`src/rtl/multicycle_sequencer.sv`:
```
// Multi-cycle control sequencer for the single-ALU RISC-V datapath: FETCH/DECODE/EXECUTE/MEM/WB/TRAP.
// Optional performance counters (cycle_count, instret_count) are built only when SEQ_PERF_CNT_EN is defined.
module multicycle_sequencer #(
  parameter int CNT_W = 32
) (
  input  logic             clk,
  input  logic             rst,
  input  logic [6:0]       opcode,
  input  logic             dec_reg_write,
  input  logic             dec_mem_write,
  input  logic             dec_branch,
  input  logic             alu_zero,
  output logic             imem_req,
  input  logic             imem_ready,
  output logic             dmem_req,
  output logic             dmem_we,
  input  logic             dmem_ready,
  output logic             ir_write,
  output logic             pc_write,
  output logic             pc_src,
  output logic             opnd_latch,
  output logic             alu_latch,
  output logic             mdr_latch,
  output logic             rf_we,
  output logic             illegal,
  output logic [2:0]       state_o
`ifdef SEQ_PERF_CNT_EN
  ,
  output logic [CNT_W-1:0] cycle_count,
  output logic [CNT_W-1:0] instret_count
`endif
);

  typedef enum logic [2:0] {
    S_FETCH   = 3'd0,
    S_DECODE  = 3'd1,
    S_EXECUTE = 3'd2,
    S_MEM     = 3'd3,
    S_WB      = 3'd4,
    S_TRAP    = 3'd5
  } state_t;

  localparam logic [6:0] OP_R     = 7'b0110011;
  localparam logic [6:0] OP_I     = 7'b0010011;
  localparam logic [6:0] OP_LOAD  = 7'b0000011;
  localparam logic [6:0] OP_STORE = 7'b0100011;
  localparam logic [6:0] OP_BR    = 7'b1100011;

  state_t state_q, state_d;
  logic   illegal_q, illegal_d;
  logic   retire;

  always_ff @(posedge clk) begin
    if (rst) begin
      state_q   <= S_FETCH;
      illegal_q <= 1'b0;
    end else begin
      state_q   <= state_d;
      illegal_q <= illegal_d;
    end
  end

  always_comb begin
    state_d    = state_q;
    illegal_d  = illegal_q;
    retire     = 1'b0;
    imem_req   = 1'b0;
    dmem_req   = 1'b0;
    dmem_we    = 1'b0;
    ir_write   = 1'b0;
    pc_write   = 1'b0;
    pc_src     = 1'b0;
    opnd_latch = 1'b0;
    alu_latch  = 1'b0;
    mdr_latch  = 1'b0;
    rf_we      = 1'b0;
    illegal    = illegal_q;
    state_o    = state_q;

    case (state_q)
      S_FETCH: begin
        imem_req = 1'b1;
        if (imem_ready) begin
          ir_write = 1'b1;
          pc_write = 1'b1;
          state_d  = S_DECODE;
        end
      end
      S_DECODE: begin
        opnd_latch = 1'b1;
        case (opcode)
          OP_R, OP_I, OP_LOAD, OP_STORE, OP_BR: state_d = S_EXECUTE;
          default: begin
            state_d   = S_TRAP;
            illegal_d = 1'b1;
          end
        endcase
      end
      S_EXECUTE: begin
        alu_latch = 1'b1;
        case (opcode)
          OP_BR: begin
            // Not-taken leaves the PC+4 already written during FETCH.
            pc_write = dec_branch & alu_zero;
            pc_src   = 1'b1;
            retire   = 1'b1;
            state_d  = S_FETCH;
          end
          OP_LOAD, OP_STORE: state_d = S_MEM;
          OP_R, OP_I:        state_d = S_WB;
          default:           state_d = S_FETCH;
        endcase
      end
      S_MEM: begin
        dmem_req = 1'b1;
        dmem_we  = dec_mem_write;
        if (dmem_ready) begin
          if (opcode == OP_LOAD) begin
            mdr_latch = 1'b1;
            state_d   = S_WB;
          end else begin
            retire  = 1'b1;
            state_d = S_FETCH;
          end
        end
      end
      S_WB: begin
        rf_we   = dec_reg_write;
        retire  = 1'b1;
        state_d = S_FETCH;
      end
      S_TRAP: begin
        state_d = S_TRAP;
      end
      default: state_d = S_FETCH;
    endcase

    // Reset masks every output in the same cycle so an aborted access never commits.
    if (rst) begin
      imem_req   = 1'b0;
      dmem_req   = 1'b0;
      dmem_we    = 1'b0;
      ir_write   = 1'b0;
      pc_write   = 1'b0;
      pc_src     = 1'b0;
      opnd_latch = 1'b0;
      alu_latch  = 1'b0;
      mdr_latch  = 1'b0;
      rf_we      = 1'b0;
      illegal    = 1'b0;
      state_o    = 3'd0;
    end
  end

`ifdef SEQ_PERF_CNT_EN
  logic [CNT_W-1:0] cycle_q, instret_q;

  always_ff @(posedge clk) begin
    if (rst) begin
      cycle_q   <= '0;
      instret_q <= '0;
    end else begin
      cycle_q <= cycle_q + 1'b1;
      if (retire) instret_q <= instret_q + 1'b1;
    end
  end

  assign cycle_count   = rst ? '0 : cycle_q;
  assign instret_count = rst ? '0 : instret_q;
`else
  logic [CNT_W-1:0] unused_cnt;
  logic             unused_retire;
  assign unused_cnt    = '0;
  assign unused_retire = retire;
`endif

endmodule

```
`config.mk`:
```
export PLATFORM = sky130hd
export DESIGN_NAME = multicycle_sequencer
export DESIGN_NICKNAME = d
export VERILOG_FILES = /design/src/rtl/multicycle_sequencer.sv
export SDC_FILE = /design/constraint.sdc
export NUM_CORES = 1
export LEC_CHECK = 0
export ABC_AREA = 1
export BUFFER_PORTS_ARGS = -buffer_cell sky130_fd_sc_hd__buf_2
export CORE_AREA = 2 2 39 41
export DETAILED_ROUTE_END_ITERATION = 8
export DIE_AREA = 0 0 41 43
export PLACE_DENSITY_LB_ADDON = 0.15
export SLEW_MARGIN = 10
export SYNTH_ARGS = -nofsm -noshare
export SYNTH_HDL_FRONTEND = slang
export SYNTH_SLANG_ARGS = --single-unit
```
`constraint.sdc`:
```
create_clock -name clk -period 2.6 [get_ports clk]
set_input_delay 0.13 -clock clk [delete_from_list [all_inputs] [get_ports clk]]
set_output_delay 0.13 -clock clk [all_outputs]
set_load 0.02 [all_outputs]
```
* Word level (Yosys, flattened, before mapping) *
Index checks and enable logic that the tools add are counted.

storage, ports and cells
  register bits after elaboration = 4
  latch bits = 0
  memory bits (writable) = 0
  ROM bits = 0
  bits of input ports = 15
  output and inout bits = 14
  word-level logic and storage cells = 55
  memories = 0

cells by class
  add/sub/neg operators = 0
  $mul = 0
  div/mod/pow operators = 0
  order comparisons = 0
  equal/unequal tests = 12
  shift operators = 0
  multiplexer cells = 33
  bitwise operators = 2
  reductions and logical operators = 6

operator list
  cell                number
  $mux 1              25
  $mux 3              5
  $pmux 3 s5          1
  $eq 7x6->1 const B  2
  $eq 7x2->1 const B  1
  $eq 7x5->1 const B  1
  $eq 7x7->1 const B  1
  $eq 3x2->1 const B  2
  $eq 3x3->1 const B  2
  $pmux 3 s2          1
  $reduce_or 5->1     1
  $ne 2x2->1 const B  2
  $reduce_and 2->1    2
  $reduce_or 2->1     2
  $eq 3x1->1 const B  1
  $logic_not 3->1     1
  $pmux 1 s2          1
  $and 1x1->1         1
  $not 1->1           1

* Depth between registers and ports, before layout *
  depth in word-level cells = 5
  mapped depth = 8
  gate-level depth less buffers = 8

* Least setup slack after synthesis *
OpenSTA, ideal clock, no wires.

  path kind = register to output
  start point = register state_q[2]
  end point = output mdr_latch
  data arrival time = 1.131 ns
  required time = 2.470 ns
  path slack = 1.339 ns
  stages on the path, launching flop included = 6
  cell sequence = dfxtp_1 > inv_2 > nand3_2 > inv_2 > nand3_1 > nor3_1

between the ends
  longest elaborated chain between the ends = 3

ends and longest elaborated chain
  what                    RTL line  text
  start, declared         49        state_t state_q, state_d;
  start signal, assigned  58        state_q <= state_d;
  $eq 3x2->1              80        case (state_q)
  $mux 1                  80
  $mux 1                  139       if (rst) begin
  end, declared           23        output logic mdr_latch,

No other way between the ends.

* Worst setup path in the final report *
  start point = register state_q[0]
  end point = output pc_write

between the ends
  longest elaborated chain between the ends = 3
  elaborated cells on any way between the ends = 4
  those cells by class = eq/ne: 1; mux: 2; reduce/logical: 1

ends and longest elaborated chain
  what                                                  RTL line  text
  $eq 3x2->1 / $logic_not 3->1 (equally long branches)  80
  $pmux 1 s2 (*)                                        80
  $mux 1 (*)                                            139
  end, declared                                         19        output logic pc_write,

Mark *: on every way between the ends. The rest lies on a longest branch, timed or not.

==> metrics.md <==
| Metric | Value |
|---|---|
| Status | finished, final reports clean |
| Total power | 437 uW |
| Syn. warnings | 0 |
| Netlist Area Pre-Place | 474 sq um |
| Die area | 0.00176 sq mm |
| Share of layout cells above drive strength 1 | 0.387 |
| Hold Crit Depth | 2 |
| Post-synth top area share | 0.198 |
| Slowest stage cell, crit path | dfxtp_1 |
| Vias per Instance | 4.45 |
| Nets@finish | 136 |
| Actual slew at the worst max-slew pin | 0.274 ns |
| Syn Inst Count | 90 |
| CP startpoint | state_q[0]$_SDFFE_PP0P_ |
| Placeable core area | 0.00138 sq mm |
| Register bit total from synthesis | 4 |
| Port bufs | 28 |
| Yosys cell types | 16 |
| HPWL after DPL | 965 um |
| Chip Width | 41 um |
| Clk slew on worst S/H paths | 0.04 ns |
| Slew Limit Fails | 0 |
| Hold Path Class | in -> reg |
| Minimum clock period | 1.48 ns |
| Top cells by area, synth | nand2_1 (20%), dfxtp_1 (17%), nor2_1 (17%) |
| Setup Viol. Count Final | 0 |
| Slowest stage delay, CP | 0.34 ns |
| Synthesized Nets | 105 |
| Critical Path Start Type | flip-flop |
| Die Ht | 43 um |
| Global-route wire length before repair | 1790 um |
| Clk_skew | 0.00529 ns |
| Clock tree buffer depth | 2 |
| Hold endpoint | illegal_q$_SDFFE_PP0P_ |
| Max_cap viols | 0 |
| Register area share after synthesis | 0.169 |
| Worst hold start | rst |
| Detailed Route WL | 1130 um |
| Routed len/inst | 8.37 um |
| Antenna-violating nets left | 0 |
| Setup TNS | 0 ns |
| DR iter-0 viols | 12 |
| Final period utilization | 0.571 |
| Aggregate global-route resource usage | 0.145 |
| Clock Sinks | 4 |
| CTS tree | done |
| Starting Density | 0.343 |
| WP data required | 2.47 ns |
| Relative slew slack | 0.817 |
| Clock Tree Root | clkbuf_4 |
| Total global routing overflow | 0 |
| RSZ-0062 raised after global routing | false |
| Power per cell area | 674 mW/mm^2 |
| Area grow syn2layout | 36.7% |
| DR pass1 iterations | 4 |
| Postcts setup bufs | 0 |
| Row cnt | 14 |
| R2R Setup Slk | 1.52 ns |
| Max VDD drop | 0.000409 V |
| Reg2Reg Depth | 8 |
| Fmax | 0.674 GHz |
| Mapped Avg Cell Area | 5.27 sq um |
| Placer Congestion | 0.827 |
| Final Hold Fails | 0 |
| Critical path buffers and inverters | 3 |
| Worst r2r src | state_q[2]$_SDFFE_PP0P_ |
| WHS | 0.273 ns |
| Vias post-DR | 601 |
| Largest net degree at the start of global routing | 17 |
| Number of global-route vias before repair | 500 |
| Worst path arrival time | 1.35 ns |
| Worst-Skew Late Latency | 0.23 ns |
| Yosys top cell by area | nand2_1 |
| Htree depth | 1 |
| Leak | 0.401 nW |
| ANT cells | 0 |
| Crit Path Category | reg -> out |
| # DRC | 0 |
| Crit-path max FO | 4 |
| R2R Path End | state_q[2]$_SDFFE_PP0P_ |
| Post_cts resized | 0 |
| # IOs | 29 |
| Top Family by Delay on Critical Path | flip-flops |
| Critical path, cell by cell | inv_2 > nand2_1 > nor2_2 > inv_2 > nor2_1 > nand2_1 > a21oi_1 > buf_2 |
| Initial antenna violation count | 0 |
| Worst setup EP type | output port |
| Cts bufs inserted | 3 |
| Post-CTS Hold Buffers | 0 |
synth_stat cells:
library cell,n
buf_2,1
nand3_2,2
nor2_4,1
nand2_1,25
nor2_2,2
nor3_1,2
nor4_2,1
nand2_4,3
inv_1,12
nand3_1,6
inv_2,6
dfxtp_1,4
nor2_1,21
clkbuf_1,1
a21oi_1,2
o21ai_1,1
layout by cell type, fill, tap and decap left out:
cell type  instances
nor4_2             1
nand2_4            3
nor2_4             1
a21oi_1            2
o21ai_1            1
nand2_1           25
nor3_1             2
dfxtp_1            4
inv_1             12
inv_2              6
nor2_1            21
buf_2             28
clkbuf_4           3
nand3_1            6
nand3_2            2
nor2_2             2
report_power, final:
group / switching, mW / internal, mW
logic: 0.174 / 0.0864
clock network: 0.0234 / 0.0515
registers: 0.0202 / 0.0812
cell type report:
type | instances | area, sq um
clock buffers | 3 | 22.5
fillers | 159 | 736
inverters | 18 | 67.6
multi-input cells | 66 | 318
flip-flops and latches | 4 | 80.1
well taps | 16 | 20.0
repair buffers | 28 | 140
routing by layer:
metal | vias to the layer above | share of wire | GRT usage
li1 | 326 | - | -
met1 | 256 | 0.43 | 0.157
met2 | 19 | 0.51 | 0.247
met3 | 0 | 0.058 | 0.0366
met4 | 0 | 0 | 0.0667
met5 | - | 0 | 0
metrics by stage:
step                      instance area (sq um)   util  setup slack, ns  instances
after floorplan                             474      -             1.34         90
after global placement                      626  0.452             1.39        132
after detailed placement                    626  0.452             1.37        132
after CTS                                   648  0.468             1.11        135
after global routing                        648  0.468            0.993        135
final                                       648  0.468             1.12        135
kinds of logic after synthesis:
group | Yosys count | synth area share
simple gates | 63 | 0.639
buf+inv | 20 | 0.161
flops | 4 | 0.169
compound gates | 3 | 0.0317
worst max-delay path by stage:
stage                 to  slack, ns  depth (start not counted)
2_1_floorplan  mdr_latch       1.34                          5
3_3_place_gp    pc_write       1.39                          8
3_5_place_dp    pc_write       1.37                          8
4_1_cts         pc_write       1.11                          8
5_1_grt         pc_write       0.99                          8
6_report        pc_write       1.12                          8
flip-flops by register name, summed over array words and instances, names as in the netlist:
name	flops
illegal_q	1
state_q	3
(Power assumes the default switching activity.)
